File: src/rtl/mux_scan_ctrl_pkg.sv
// Shared constants and helpers for the mux scan controller: channel codes,
// FSM state encoding and the channel-to-select mapping for the 3-to-1 mux.
package mux_scan_ctrl_pkg;

    localparam int unsigned CH_BITS = 2;
    localparam int unsigned FRAME_W = 3;

    typedef logic [CH_BITS-1:0] ch_t;

    localparam ch_t CH_U = 2'd0;
    localparam ch_t CH_V = 2'd1;
    localparam ch_t CH_W = 2'd2;

    typedef enum logic {
        ST_IDLE = 1'b0,
        ST_SCAN = 1'b1
    } state_e;

    typedef struct packed {
        logic s1;
        logic s0;
    } sel_t;

    // s0 only distinguishes u from v; it is held low while w is selected
    function automatic sel_t sel_of_ch(input ch_t ch);
        sel_t sel;
        sel = '0;
        case (ch)
            CH_V:    sel.s0 = 1'b1;
            CH_W:    sel.s1 = 1'b1;
            default: sel = '0;
        endcase
        return sel;
    endfunction

endpackage

File: src/rtl/mux_scan_ctrl_if.sv
// Control, select and sample signals between the scan controller and its
// environment (the 3-to-1 mux and whatever consumes the frames).
interface mux_scan_ctrl_if
    import mux_scan_ctrl_pkg::*;
();

    logic               start;
    logic               stop;
    logic               cont;
    logic               m;
    logic               s0;
    logic               s1;
    ch_t                ch;
    logic [FRAME_W-1:0] sample;
    logic               sample_valid;
    logic               busy;

    modport master (
        output start, stop, cont, m,
        input  s0, s1, ch, sample, sample_valid, busy
    );

    modport slave (
        input  start, stop, cont, m,
        output s0, s1, ch, sample, sample_valid, busy
    );

endinterface

File: src/rtl/mux_scan_ctrl_dwell_counter.sv
// Dwell counter: counts enabled cycles and flags the last cycle of each dwell,
// wrapping to zero on that cycle.
module dwell_counter #(
    parameter int unsigned DWELL = 4,
    parameter int unsigned CNT_W = 8
) (
    input  logic clk,
    input  logic rst,
    input  logic clear_i,
    input  logic en_i,
    output logic term_c_o
);

    logic [CNT_W-1:0] cnt_q;
    logic [CNT_W-1:0] cnt_d;

    assign term_c_o = (cnt_q == CNT_W'(DWELL - 1));

    always_comb begin
        cnt_d = cnt_q;
        if (clear_i) begin
            cnt_d = '0;
        end else if (en_i) begin
            cnt_d = term_c_o ? '0 : cnt_q + CNT_W'(1);
        end
    end

    always_ff @(posedge clk) begin
        if (rst) begin
            cnt_q <= '0;
        end else begin
            cnt_q <= cnt_d;
        end
    end

endmodule

File: src/rtl/mux_scan_ctrl.sv
// Scans mux channels u, v, w with a programmable dwell, captures the mux output
// at the end of each dwell and publishes the three bits as one frame.
module mux_scan_ctrl
    import mux_scan_ctrl_pkg::*;
#(
    parameter int unsigned DWELL = 4,
    parameter int unsigned CNT_W = 8
) (
    input  logic             clk,
    input  logic             rst,
    mux_scan_ctrl_if.slave   bus_io
);

    state_e             state_q, state_d;
    ch_t                ch_q, ch_d;
    sel_t               sel_q, sel_d;
    logic [1:0]         shadow_q, shadow_d;
    logic [FRAME_W-1:0] sample_q, sample_d;
    logic               valid_q, valid_d;
    logic               busy_q, busy_d;
    logic               cont_q, cont_d;
    logic               cnt_en_c;
    logic               term_c;

    // Counter only runs while scanning; it is held at zero otherwise
    assign cnt_en_c = (state_q == ST_SCAN) && !bus_io.stop;

    dwell_counter #(
        .DWELL (DWELL),
        .CNT_W (CNT_W)
    ) u_dwell (
        .clk      (clk),
        .rst      (rst),
        .clear_i  (!cnt_en_c),
        .en_i     (cnt_en_c),
        .term_c_o (term_c)
    );

    always_comb begin
        state_d  = state_q;
        ch_d     = ch_q;
        shadow_d = shadow_q;
        sample_d = sample_q;
        valid_d  = 1'b0;
        busy_d   = busy_q;
        cont_d   = cont_q;

        case (state_q)
            ST_IDLE: begin
                if (bus_io.start && !bus_io.stop) begin
                    state_d = ST_SCAN;
                    ch_d    = CH_U;
                    busy_d  = 1'b1;
                    cont_d  = bus_io.cont;
                end
            end
            ST_SCAN: begin
                if (bus_io.stop) begin
                    state_d = ST_IDLE;
                    ch_d    = CH_U;
                    busy_d  = 1'b0;
                end else if (term_c) begin
                    if (ch_q != CH_W) begin
                        shadow_d[ch_q[0]] = bus_io.m;
                        ch_d              = ch_q + 2'd1;
                    end else begin
                        // w is taken straight from m so the frame completes on this edge
                        sample_d = {bus_io.m, shadow_q};
                        valid_d  = 1'b1;
                        ch_d     = CH_U;
                        if (!cont_q) begin
                            state_d = ST_IDLE;
                            busy_d  = 1'b0;
                        end
                    end
                end
            end
            default: state_d = ST_IDLE;
        endcase

        sel_d = sel_of_ch(ch_d);
    end

    always_ff @(posedge clk) begin
        if (rst) begin
            state_q  <= ST_IDLE;
            ch_q     <= CH_U;
            sel_q    <= '0;
            shadow_q <= '0;
            sample_q <= '0;
            valid_q  <= 1'b0;
            busy_q   <= 1'b0;
            cont_q   <= 1'b0;
        end else begin
            state_q  <= state_d;
            ch_q     <= ch_d;
            sel_q    <= sel_d;
            shadow_q <= shadow_d;
            sample_q <= sample_d;
            valid_q  <= valid_d;
            busy_q   <= busy_d;
            cont_q   <= cont_d;
        end
    end

    assign bus_io.s0           = sel_q.s0;
    assign bus_io.s1           = sel_q.s1;
    assign bus_io.ch           = ch_q;
    assign bus_io.sample       = sample_q;
    assign bus_io.sample_valid = valid_q;
    assign bus_io.busy         = busy_q;

endmodule
File: src/flat_wrapper.sv
// flat-port wrapper written by rule: the top's interface ports become plain ports
module mux_scan_ctrl_flat import mux_scan_ctrl_pkg::*;
#(
    parameter int unsigned DWELL = 4,
    parameter int unsigned CNT_W = 8
)
  (clk, rst, bus_io_start, bus_io_stop, bus_io_cont, bus_io_m, bus_io_s0, bus_io_s1, bus_io_ch, bus_io_sample, bus_io_sample_valid, bus_io_busy);
  mux_scan_ctrl_if bus_io_i ();
  input  logic clk;
  input  logic rst;
  input wire logic [$bits(bus_io_i.start)-1:0] bus_io_start;
  input wire logic [$bits(bus_io_i.stop)-1:0] bus_io_stop;
  input wire logic [$bits(bus_io_i.cont)-1:0] bus_io_cont;
  input wire logic [$bits(bus_io_i.m)-1:0] bus_io_m;
  output wire logic [$bits(bus_io_i.s0)-1:0] bus_io_s0;
  output wire logic [$bits(bus_io_i.s1)-1:0] bus_io_s1;
  output wire logic [$bits(bus_io_i.ch)-1:0] bus_io_ch;
  output wire logic [$bits(bus_io_i.sample)-1:0] bus_io_sample;
  output wire logic [$bits(bus_io_i.sample_valid)-1:0] bus_io_sample_valid;
  output wire logic [$bits(bus_io_i.busy)-1:0] bus_io_busy;
  assign bus_io_i.start = bus_io_start;
  assign bus_io_i.stop = bus_io_stop;
  assign bus_io_i.cont = bus_io_cont;
  assign bus_io_i.m = bus_io_m;
  assign bus_io_s0 = bus_io_i.s0;
  assign bus_io_s1 = bus_io_i.s1;
  assign bus_io_ch = bus_io_i.ch;
  assign bus_io_sample = bus_io_i.sample;
  assign bus_io_sample_valid = bus_io_i.sample_valid;
  assign bus_io_busy = bus_io_i.busy;
  mux_scan_ctrl #(.DWELL(DWELL), .CNT_W(CNT_W)) u_core (.clk(clk), .rst(rst), .bus_io(bus_io_i));
endmodule
File: config.mk
export PLATFORM = sky130hd
export DESIGN_NAME = mux_scan_ctrl_flat
export DESIGN_NICKNAME = d
export VERILOG_FILES = /design/src/rtl/mux_scan_ctrl_pkg.sv /design/src/rtl/mux_scan_ctrl_if.sv /design/src/rtl/mux_scan_ctrl_dwell_counter.sv /design/src/rtl/mux_scan_ctrl.sv /design/src/flat_wrapper.sv
export SDC_FILE = /design/constraint.sdc
export NUM_CORES = 1
export LEC_CHECK = 0
export ABC_AREA = 0
export CAP_MARGIN = 20
export CORE_MARGIN = 4
export CORE_UTILIZATION = 36
export CTS_BUF_LIST = sky130_fd_sc_hd__clkbuf_2
export DETAILED_ROUTE_END_ITERATION = 8
export SETUP_SLACK_MARGIN = 0.05
export SLEW_MARGIN = 25
export SYNTH_ARGS = -nofsm -noshare
export SYNTH_HDL_FRONTEND = slang
export SYNTH_SLANG_ARGS = --single-unit
File: constraint.sdc
create_clock -name clk -period 3.6 [get_ports clk]
set_clock_uncertainty 0.2 [all_clocks]
set_input_delay 0.72 -clock clk [delete_from_list [all_inputs] [get_ports clk]]
set_output_delay 0.72 -clock clk [all_outputs]
set_load 0.01 [all_outputs]
[Yosys cells after proc, flatten, opt, wreduce, memory -nomap -nowiden]
Cells that the tools add are included.
Cells by class
  $add $sub $neg: 2
  order comparisons: 2
  equal/unequal tests: 8
  muxes and demuxes: 23
  bitwise logic cells: 5
  reduce and logical (&&, ||, !) cells: 10
Operators by type and width (number)
  $mux 1: 14
  $reduce_and 4->1: 3
  $ne 3x3->1 const B: 3
  $add 8x1->8 const B: 1
  $eq 8x2->1 const B: 1
  $mux 2: 4
  $not 1->1: 5
  $pmux 1 s2: 2
  $pmux 2 s2: 1
  $reduce_or 4->1: 1
  $logic_and 1x1->1: 3
  $reduce_or 3->1: 1
  $add 2x1->2 const B: 1
  $bwmux 2: 1
  $eq 2x1->1 const B: 1
  $eq 2x2->1 const B: 1
  $lt 1x2->1 const B: 1
  $ne 2x1->1 const B: 1
  $ne 2x2->1 const B: 1
  $reduce_and 2->1: 1
  $demux 1 s1: 1
  $ge 1x1->1 const B: 1
  $logic_not 1->1: 1
Word-level totals
  flip-flop bits (word level): 21
  input port bits: 6
  output and inout port bits: 9
  word-level logic and storage cells: 60

[Logic depth before layout (Yosys ltp)]
  depth after elaboration: 7
  mapped depth: 6
  mapped depth without buffers: 4

[By module]
From an unflattened synthesis, not the netlist that was laid out.
Second synthesis, totals
  cell total of the unflattened synthesis: 105
  area total of the unflattened synthesis: 1007.2 um^2
Modules (own cells, without submodules)
  mux_scan_ctrl: times used 1, cells each 60, area each 596.8 um^2
  dwell_counter: times used 1, cells each 45, area each 410.4 um^2

[Worst setup path after synthesis]
No wires, ideal clock.
  path kind: register to register
  from: register u_core.u_dwell.cnt_q[0]
  to: register u_core.sample_q[2] (netlist: u_core.bus_io.sample[2])
  library setup time: 119 ps
  arrival: 1908 ps
  required time: 3281 ps
  setup slack: 1373 ps
  cell stages (with the launch flop): 7
  buffers on the path: 2
  cell sequence: dfxtp_1 -> ha_1 -> or3b_2 -> clkbuf_1 -> or4b_1 -> buf_2 -> mux2i_1
On the way
  cells in the longest elaborated chain, start to end: 2
Ends and longest elaborated chain
  start: declaration: RTL line mux_scan_ctrl_dwell_counter.sv:14  | logic [CNT_W-1:0] cnt_q;
  start signal: assignment: RTL line mux_scan_ctrl_dwell_counter.sv:32  | cnt_q <= cnt_d;
  $eq 8x2->1: RTL line mux_scan_ctrl_dwell_counter.sv:17  | assign term_c_o = (cnt_q == CNT_W'(DWELL - 1));
  $reduce_and 4->1 (no source line)
  end signal: assignment: RTL line mux_scan_ctrl.sv:99  | sample_q <= sample_d;
  end: declaration: RTL line mux_scan_ctrl.sv:18  | logic [FRAME_W-1:0] sample_q, sample_d;
Every way passes these cells.
A chain may end at the register's enable or synchronous reset.

[Worst setup path in the final report]
  from: register u_core.u_dwell.cnt_q[0]
  to: register u_core.sample_q[1] (netlist: u_core.bus_io.sample[1])
Same word-level chain as after synthesis.

==> impl_metrics.ini <==
[sta]
achievable-frequency_mhz = 423.1
timing_worst_slew_pin_value_ns = 0.7481
layout_min_cycle_time_ns = 2.364
report.final.setup_viol = 0
timing.hold.ws_ns = 0.2778
hold_viol_final = 0
report.final.slew_viol_count = 0
fin_setup_tns_ns = 0
slew_headroom_pct = 49.67
layout_worst_path_cycle_share_pct = 65.65
unrepaired_setup_endpoints_after_global_routing = no

[die]
io_pins = 15
initial_core_util_pct = 37.26
row_count = 18
die_x_um = 58.41
core_region_area_um2 = 2455
die_area_um2 = 3411
chipHeight_um = 58.41

[global_route]
antenna_violations_before_repair = 0
track_usage_pct = 11.52
globalRouteOverflowTotal = 0
pin_count_of_the_biggest_net_entering_global_routing = 13
first_global_vias = 695
first_pass_grt_wire_length_um = 3015

[detailed_routing]
drt_wl_total_um = 1769
avg_wl_per_cell_um = 12.03
drt.antenna.violating_nets = 0
vias = 788
via_per_inst = 5.361
drt-initial-drc-count = 24
drt_drc_violations_left = 0
number_of_search_and_repair_iterations_in_the_first_detailed_routing_pass = 4

[cts]
clk_pin_slew_ns = 0.21
clock_tree.buffer_depth = 2
cts_buffers = 3
root_buffer = sky130_fd_sc_hd__clkbuf_2
hold_buffers = 0
cts_tree = built
clock_sinks = 21
number_of_gates_resized_after_cts = 0
clk-insertion-delay-late_ns = 0.33
postCtsSetupRepairBufs = 0
cts_max_level = 1

[finish]
diodes = 0
layout.filler_cells = 241
nNetsFinal = 125
final_layout_size_suffix_gt1_share_pct = 5.128
final_instance_count_without_filler_cells = 147
synthToLayoutAreaGrowth_pct = 20.66

[synth]
post_synth_instance_area_um2 = 914.6
yosys.area.top_type_share_pct = 45.96
postSynthCellCount = 102
mappedNetlistNets = 109
async_flop_share_pct = 0
synth.top_cells.by_area = sky130_fd_sc_hd__dfxtp_1 46%, sky130_fd_sc_hd__nand2b_1 6.2%, sky130_fd_sc_hd__mux2i_1 5.5%
yosysMostFrequentCell = sky130_fd_sc_hd__dfxtp_1
ys_types = 30
netlist_top_cells_count = 21 x sky130_fd_sc_hd__dfxtp_1, 9 x sky130_fd_sc_hd__nand2b_1, 8 x sky130_fd_sc_hd__nor2_1
synthDominantAreaCellType = sky130_fd_sc_hd__dfxtp_1
synth.avg_cell_area_um2 = 8.967
yosys_register_bits = 21
synth-warning-count = 0
synth_top_flop_cell = sky130_fd_sc_hd__dfxtp_1
synth_seq_area_share_pct = 45.96
synth-edff-count = 0

[placed_design]
port-buffer-count = 14
post-dp-hpwl_um = 1337
finalWeightedCongestion = 0.7655
placed_cells = 143

[setup_path]
startpoint_type = flip-flop
path_class = reg2reg
critical_path.max_fanout = 5
worst-endpoint-arrival_ns = 2.39
worst_ep_required_time_ns = 3.63
endpoint_kind = flip-flop

[power_and_ir_drop]
worst_ir_drop_vdd_mv = 0.2057
leakagePower_uw = 0.0003858
p_per_area_nw_per_um2 = 320.5

[flow_run]
max_cap_viol_count = 0

[status]
status = finished clean

[hold_path]
min-delay-path-class = reg2reg
## metrics by stage
step / utilization, % / setup slack [ns] / instance area [um^2] / total power [uW]
after floorplan: - / 1.373 / 914.6 / 250.4
after global placement: 44.14 / 1.052 / 1084 / 260.3
after detailed placement: 44.14 / 1.075 / 1084 / 260.6
after CTS: 44.95 / 1.228 / 1104 / 358.7
after global routing: 44.95 / 1.143 / 1104 / 372.5
final: 44.95 / 1.236 / 1104 / 353.7
## state kept, by name (all words and copies together) (netlist names)
name,count
u_core.bus_io.sample,3
u_core.bus_io.ch,2
u_core.bus_io.sample_valid,1
u_core.bus_io.s1,1
u_core.bus_io.s0,1
u_core.shadow_q,2
u_core.state_q,1
u_core.cont_q,1
u_core.u_dwell.cnt_q,8
u_core.bus_io.busy,1
## metal layers
layer | vias up | track usage [%] | routed length [um]
met5 | - | 0 | 0
met4 | 0 | 3.974 | 19
met3 | 2 | 3.947 | 121
met2 | 27 | 17.07 | 811
met1 | 360 | 15.56 | 816
li1 | 399 | - | -
## final timing paths
path | start | endpoint | cells after the start | slack, ns
setup / recovery | u_core.u_dwell.cnt_q[0]$_SDFF_PP0_ | u_core.bus_io.sample[1]$_SDFFE_PP0P_ | 4 | 1.24
setup reg to reg | u_core.u_dwell.cnt_q[0]$_SDFF_PP0_ | u_core.bus_io.sample[1]$_SDFFE_PP0P_ | 4 | 1.24
hold / removal | u_core.shadow_q[0]$_SDFFE_PP0P_ | u_core.bus_io.sample[0]$_SDFFE_PP0P_ | 2 | 0.28
hold reg to reg | u_core.shadow_q[0]$_SDFFE_PP0P_ | u_core.bus_io.sample[0]$_SDFFE_PP0P_ | 2 | 0.28
## cells by family (layout without fill, tap and decap cells)
group,count (synthesis),count (layout),share of synthesized area (%)
multiplexers,5,5,5.472
XOR/XNOR,3,3,2.873
AND/OR/NAND/NOR,49,49,30.92
flip-flops,21,21,45.96
adder cells (fa/ha/maj),1,1,1.368
buffers and inverters,7,22,3.009
AO/OA/AOI/OAI,16,16,10.40
## layout make-up
type	count	area, um^2	area share (%)
Sequential cell	21	420.4	38.10
Clock inverter	1	5.005	0.4535
Multi-Input combinational cell	74	466.7	42.29
Inverter	3	11.26	1.020
Clock buffer	3	15.01	1.361
Timing Repair Buffer	15	147.6	13.38
Tap cell	30	37.54	3.401
## where the power goes
part / internal (uW) / switching, uW
Sequential: 235 / 1.76
Clock: 25.2 / 72.5
Combinational: 10.5 / 8.80
Total: 271 / 83.1
## layout by cell type (no fill, tap or decap)
master and count:
sky130_fd_sc_hd__a21oi_1 5, sky130_fd_sc_hd__a31oi_1 1, sky130_fd_sc_hd__a41oi_1 1, sky130_fd_sc_hd__and2_1 1, sky130_fd_sc_hd__and4_1 1, sky130_fd_sc_hd__buf_4 1
sky130_fd_sc_hd__clkbuf_2 3, sky130_fd_sc_hd__clkdlybuf4s50_1 14, sky130_fd_sc_hd__clkinv_2 1, sky130_fd_sc_hd__dfxtp_1 21, sky130_fd_sc_hd__ha_1 1, sky130_fd_sc_hd__inv_1 3
sky130_fd_sc_hd__mux2i_1 5, sky130_fd_sc_hd__nand2_1 4, sky130_fd_sc_hd__nand2b_1 9, sky130_fd_sc_hd__nand3_1 6, sky130_fd_sc_hd__nand3b_1 1, sky130_fd_sc_hd__nand4_1 4
sky130_fd_sc_hd__nor2_1 8, sky130_fd_sc_hd__nor2b_1 2, sky130_fd_sc_hd__nor3_1 1, sky130_fd_sc_hd__nor3b_1 3, sky130_fd_sc_hd__nor4_1 3, sky130_fd_sc_hd__o211ai_1 4
sky130_fd_sc_hd__o21ai_0 4, sky130_fd_sc_hd__o21ai_1 1, sky130_fd_sc_hd__or3_1 3, sky130_fd_sc_hd__or3b_2 1, sky130_fd_sc_hd__or4_1 1, sky130_fd_sc_hd__or4b_1 1
sky130_fd_sc_hd__xnor2_1 2, sky130_fd_sc_hd__xor2_1 1
## critical path, stage by stage (launching register included)
cell                      delay (ns)
sky130_fd_sc_hd__dfxtp_1        0.45
sky130_fd_sc_hd__ha_1           0.28
sky130_fd_sc_hd__or3b_2         0.52
sky130_fd_sc_hd__or4b_1         0.65
sky130_fd_sc_hd__mux2i_1        0.16
(Power assumes the default switching activity.)
